==> src/rtl/rdcla_pkg.sv <==
// Shared definitions for the rdcla adder and the arbiter that time-shares it.
package rdcla_pkg;

  localparam int RDCLA_WIDTH   = 32;
  // Clock edges from stable operands at the adder to a valid sum/cout.
  localparam int RDCLA_LATENCY = 6;

  typedef enum logic [1:0] {
    ST_IDLE = 2'd0,
    ST_BUSY = 2'd1,
    ST_RESP = 2'd2
  } state_t;

endpackage

==> src/rtl/rdcla_arbiter_rr_arb2.sv <==
// Two-way round-robin grant: a lone requester always wins; when both ask,
// the one that did not win last time is chosen.
module rr_arb2 (
  input  logic [1:0] valid,
  input  logic       last_grant,
  output logic [1:0] grant
);

  // Grant vector is one-hot or zero by construction.
  assign grant[0] = valid[0] & (~valid[1] | last_grant);
  assign grant[1] = valid[1] & (~valid[0] | ~last_grant);

endmodule

==> src/rtl/rdcla_arbiter.sv <==
// Shares one pipelined CLA adder between two requesters. One op is in flight
// at a time because the adder XORs live operands with delayed carries, so the
// operands must be held for the whole carry latency.
module rdcla_arbiter
  import rdcla_pkg::*;
#(
  parameter int WIDTH   = RDCLA_WIDTH,
  parameter int LATENCY = RDCLA_LATENCY
) (
  input  logic             clk,
  input  logic             rst,
  input  logic             req0_valid,
  output logic             req0_ready,
  input  logic [WIDTH-1:0] req0_a,
  input  logic [WIDTH-1:0] req0_b,
  input  logic             req0_sub,
  input  logic             req1_valid,
  output logic             req1_ready,
  input  logic [WIDTH-1:0] req1_a,
  input  logic [WIDTH-1:0] req1_b,
  input  logic             req1_sub,
  output logic [WIDTH-1:0] add_a,
  output logic [WIDTH-1:0] add_b,
  output logic             add_cin,
  input  logic [WIDTH-1:0] add_sum,
  input  logic             add_cout,
  output logic             rsp_valid,
  input  logic             rsp_ready,
  output logic             rsp_id,
  output logic [WIDTH-1:0] rsp_sum,
  output logic             rsp_cout
);

  localparam int CNT_W = $clog2(LATENCY + 1);

  state_t           state;
  logic [CNT_W-1:0] cnt;
  logic             last_grant;
  logic             op_id;
  logic             accept;
  logic [1:0]       grant;
  logic             hs0;
  logic             hs1;
  logic             start;

  rr_arb2 u_rr_arb2 (
    .valid      ({req1_valid, req0_valid}),
    .last_grant (last_grant),
    .grant      (grant)
  );

  // A new op may start when idle, or when the pending result leaves this cycle.
  assign accept     = (state == ST_IDLE) | ((state == ST_RESP) & rsp_ready);
  assign req0_ready = accept & grant[0];
  assign req1_ready = accept & grant[1];
  assign hs0        = req0_valid & req0_ready;
  assign hs1        = req1_valid & req1_ready;
  assign start      = hs0 | hs1;

  // Control FSM plus all registered outputs: operand hold, result capture, response handshake.
  always_ff @(posedge clk or posedge rst) begin
    // NOTE: the datapath registers are reset too, so the adder sees zero operands and no stale result escapes.
    if (rst) begin
      state      <= ST_IDLE;
      cnt        <= '0;
      last_grant <= 1'b1;
      op_id      <= 1'b0;
      add_a      <= '0;
      add_b      <= '0;
      add_cin    <= 1'b0;
      rsp_valid  <= 1'b0;
      rsp_id     <= 1'b0;
      rsp_sum    <= '0;
      rsp_cout   <= 1'b0;
    end else begin
      // NOTE: non-blocking assignments so every register here samples pre-edge values.
      case (state)
        ST_IDLE: begin
          if (start) state <= ST_BUSY;
        end
        ST_BUSY: begin
          if (cnt == CNT_W'(LATENCY)) begin
            rsp_sum   <= add_sum;
            rsp_cout  <= add_cout;
            rsp_id    <= op_id;
            rsp_valid <= 1'b1;
            state     <= ST_RESP;
          end else begin
            cnt <= cnt + 1'b1;
          end
        end
        ST_RESP: begin
          if (rsp_ready) begin
            rsp_valid <= 1'b0;
            state     <= start ? ST_BUSY : ST_IDLE;
          end
        end
        default: state <= ST_IDLE;
      endcase

      // A grant only happens when accept is high, so this never disturbs an op in flight.
      if (start) begin
        add_a      <= hs1 ? req1_a : req0_a;
        add_b      <= hs1 ? req1_b : req0_b;
        add_cin    <= hs1 ? req1_sub : req0_sub;
        op_id      <= hs1;
        last_grant <= hs1;
        cnt        <= '0;
      end
    end
  end

endmodule

==> config.mk <==
export PLATFORM = sky130hd
export DESIGN_NAME = rdcla_arbiter
export DESIGN_NICKNAME = d
export VERILOG_FILES = /design/src/rtl/rdcla_pkg.sv /design/src/rtl/rdcla_arbiter_rr_arb2.sv /design/src/rtl/rdcla_arbiter.sv
export SDC_FILE = /design/constraint.sdc
export NUM_CORES = 1
export LEC_CHECK = 0
export CELL_PAD_IN_SITES_DETAIL_PLACEMENT = 0
export CELL_PAD_IN_SITES_GLOBAL_PLACEMENT = 1
export CORE_AREA = 2 2 134 136
export CTS_BUF_LIST = sky130_fd_sc_hd__clkbuf_8 sky130_fd_sc_hd__clkbuf_16
export DETAILED_ROUTE_END_ITERATION = 16
export DIE_AREA = 0 0 136 138
export GPL_ROUTABILITY_DRIVEN = 0
export PLACE_DENSITY = 0.77
export SLEW_MARGIN = 20
export SYNTH_ARGS = -nofsm -noshare
export SYNTH_HDL_FRONTEND = slang
export SYNTH_SLANG_ARGS = --single-unit
==> constraint.sdc <==
create_clock -name clk -period 4.6 [get_ports clk]
set_input_delay 0.69 -clock clk [delete_from_list [all_inputs] [get_ports clk]]
set_output_delay 0.69 -clock clk [all_outputs]
set_load 0.01 [all_outputs]
# == After elaboration in Yosys (flattened, before gate mapping) ==
# Cells that the tools add are included.
# word_totals
reg_bits,107
output_inout_bits,102
word_cells,54
# op_classes
add_sub_neg,1
n_eq_ne,7
n_mux,14
bitwise_logic,14
n_reduce_logical,7
# ops
cell,count
$mux 32,2
$mux 3,3
$ne 2x2->1 const B,4
$and 1x1->1,7
$mux 2,3
$pmux 2 s3,1
$reduce_and 3->1,2
$mux 1,4
$or 1x1->1,4
$reduce_and 2->1,2
$reduce_bool 2->1,2
$add 3x1->3 const B,1
$eq 3x3->1 const B,1
$not 1->1,3
$eq 2x1->1 const B,1
$eq 2x2->1 const B,1
$logic_not 2->1,1
$pmux 1 s2,1

# == Longest topological paths before layout ==
# depth
depth_word,9
mapped_depth,6
ltp_nobuf,5

# == By module ==
# From an unflattened synthesis, not the netlist that was laid out.
# unflattened
cells_unflattened,519
hier_area_um2,5356.4
# modules_own_cells
mod,instances,cells_each,area_per_inst_um2,seq_area_each_um2
rdcla_arbiter,1,516,5337.6,2678.8
rr_arb2,1,3,18.8,0.0

# == Least setup slack after synthesis ==
# Ideal clock, no wire load.
# synth_timing
kind,in2out
start,in req1_valid
end,out req1_ready
arrival_ps,1516
required_ps,3910
setup_slack_ps,2394
stages,4
n_path_buf,2
path_cell_list,a21bo_2 clkbuf_1 clkbuf_1 nor3_1
# synth_between
elab_chain_len,2
# synth_lines
element,line_no,source
from (decl),rdcla_arbiter.sv:17,"input logic req1_valid,"
$and 1x1->1,rdcla_arbiter_rr_arb2.sv:11,assign grant[1] = valid[1] & (~valid[0] | ~last_grant);
$and 1x1->1,rdcla_arbiter.sv:55,assign req1_ready = accept & grant[1];
to (decl),rdcla_arbiter.sv:18,"output logic req1_ready,"
# No other way between the ends.

# == Worst setup path after layout ==
# Ends and elaborated chain as after synthesis.

==> metrics <==
Async SR Flop Fraction 100%; Die X 136 um; Clock Latency Late Sink 0.35 ns; sequential share of power 35.4%; crit-path max FO 16; Hold Crit Start rsp_sum[18]$_DFFE_PP0P_; Layout area overhead 62.2%; via count 4,472; switching pwr 1.58 mW; Synth Instances 390; Final Hold Fails 0; Finished Cell Area 0.00806 mm2; Wirelength per Cell 18.5 um; DIE AREA 0.0188 mm2; clock power share 18.5%; Crit path required time 3.91 ns; crit path cell chain clkdlybuf4s50_1 -> a21bo_2 -> nor3_1 -> clkdlybuf4s50_1; nets@finish 798; Congestion Overflow GR 0; antenna cells 0; Synth Warn # 0; WHS Endpoint rsp_sum[18]$_DFFE_PP0P_; sw frac 32.7%; Placed Instance Area 0.00771 mm2; number of synthesized flops with an enable pin 0; max-cap violations 0; synth unique cells 37; CTS tree built; DRC 0; critical path's largest stage delay 0.57 ns; Worst-Margin Slew 0.909 ns; status finished clean; Post-CTS Setup Bufs 0; register bit total from synthesis 107; IR drop worst, VDD 0.000253 V; gr usage total 16.7%; Synth Net Count 560; hold path cells 1; H-tree level count 3; CP Depth 4; Cell Rows 49; cts repair resizes 0; clock skew 0.00998 ns; Comb pwr share 46.2%; most common cell after layout, fill and taps aside clkdlybuf4s50_1; area share of and/or/nand/nor cells after synthesis 13.6%; First-pass DRT Iterations 4; RSZ-0062 raised after global routing false; cell family with most CP delay buffers and inverters; Setup CP Type in -> out; Max Clock Freq 330 MHz; first-pass GRT wire length 24.8 mm; register area share after synthesis 53.9%; Root Driver clkbuf_16; # clock sinks 107; crit end category output port; Critical R2R Capture add_b[26]$_DFFE_PP0P_; P_int 3.26 mW; Routed WL 15.9 mm; Post-Synth XOR/XNOR Area 0%; Core ar. 0.0175 mm2; Top-Level Pins 270; mapped cell area 0.00497 mm2; mux cell area share after synthesis 7.70%; largest family of logic cells by synthesized area compound AO/OA/AOI/OAI gates; starting density of the core 28.3%; kind of path behind the tightest hold check reg -> reg; CTS buffer count 9; adder-cell share of the synthesized area 0.504%; Post-synth top flop dfrtp_1; vias per inst 5.19; PortBufs 269; most frequent CP cell clkdlybuf4s50_1; most frequent cells in the layout 269 x clkdlybuf4s50_1, 106 x dfrtp_1, 50 x and4_1, 50 x a221o_1, 31 x a31oi_1; Leak Pwr 3.20 nW; initial antenna violation count 0; die height 138 um; worst r2r src state[0]$_DFFE_PP0P_; reg-to-reg slack, setup 1.83 ns; crit path DAT 2.34 ns; CTS Hold Buffers Added 0; Slew Limit Headroom 39.4%; compound-cell area share of the yosys netlist 17.8%; CTS clk-pin slew, worst paths 0.07 ns; layout cells sized above 1 8.06%; pin count of the biggest net entering global routing 75; CP bufs+invs 2; DR iter-0 viols 214; Cell Pwr Density 600 mW/mm2; Slew Viols, Final 0; vias in the first global route 4,443; CP Launch Type input port; Final ANT Viol Nets 0; Final Cycle Share 65.9%; CP max stage cell clkdlybuf4s50_1; maximum clock insertion buffer count 2; Synth Area per Inst 12.7 um2; Detailed Place HPWL 11.7 mm; setup TNS 0 ns; path depth of the worst reg2reg path 3; # setup viols final 0; Tmin final 3.03 ns
[registers in the layout (all words and copies together) (netlist names)]
| signal | cells |
|---|---|
| rsp_sum | 32 |
| cnt | 3 |
| state | 2 |
| add_cin | 1 |
| add_a | 32 |
| rsp_valid | 1 |
| rsp_cout | 1 |
| last_grant | 1 |
| add_b | 32 |
| rsp_id | 1 |
| op_id | 1 |
[metrics by stage]
step                total power, mW  utilization, %  setup slack [ns]  cells  hold WS, ns
CTS                            4.89            46.0              1.59    862        0.500
detailed placement             3.98            44.0              1.48    846        0.484
global route                   5.14            46.0              1.51    862        0.512
floorplan                      2.76               -              1.09    390        0.459
global placement               3.92            44.0              1.50    846        0.473
finish                         4.84            46.0              1.57    862        0.495
[cell usage after synthesis (2+ instances only)]
cell        n  area share, %
a31oi_1    31            3.9
and4_1     50            8.8
nand2b_1    3           0.38
ha_1        2           0.50
nand2_1     3           0.23
o21ai_0     4           0.40
a21oi_1     3           0.30
mux2_1     15            3.4
inv_1       5           0.38
buf_4       5           0.76
buf_6      11            2.5
o31ai_1    17            2.6
a221o_1    50             10
buf_2      14            1.4
nand4_1    15            1.9
clkbuf_1   17            1.3
nand3_1     2           0.20
dfrtp_1   106             53
mux2_2     19            4.3
[power groups by stage]
stage                     registers, mW  logic, mW  clock network (mW)
after global routing               1.77       2.40               0.973
after detailed placement           1.73       2.26                   0
after CTS                          1.72       2.26               0.918
after global placement             1.71       2.21                   0
final                              1.71       2.23               0.894
after floorplan                    1.86      0.899                   0
[worst max-delay path by stage]
stage               startpoint  slack (ns)                     to
floorplan                  rst        1.09   add_a[0]$_DFFE_PP0P_
global placement     rsp_ready        1.50  add_b[13]$_DFFE_PP0P_
detailed placement   rsp_ready        1.48  add_a[25]$_DFFE_PP0P_
CTS                 req1_valid        1.59             req1_ready
global route        req0_valid        1.51             req0_ready
finish              req1_valid        1.57             req1_ready
[cell families after synthesis]
| group | Yosys count |
|---|---|
| flip-flops | 107 |
| adder cells (fa/ha/maj) | 2 |
| buffers and inverters | 54 |
| multiplexers | 34 |
| AND/OR/NAND/NOR | 85 |
| AO/OA/AOI/OAI | 108 |
[layer usage]
layer	routed length, um	global-route usage (%)
met5	0	0
met3	1390	4.36
met2	7730	27.2
met1	6520	21.5
met4	303	5.65
[layout make-up]
type                            instances  area [um2]
Fill cell                            1596        9470
Timing Repair Buffer                  275        2740
Sequential cell                       107        2680
Multi-Input combinational cell        229        1980
Tap cell                              229         287
Clock buffer                            9         225
Clock inverter                          7         124
Inverter                                6        25.0
[worst register-to-register path, delay by kind of cell (launching register included)]
family,cells,cell delay (ns)
AND/OR/NAND/NOR,1,0.67
flip-flops,1,0.67
AO/OA/AOI/OAI,1,0.60
buffers and inverters,1,0.71
Note: power is estimated with default switching activity, not from simulation.
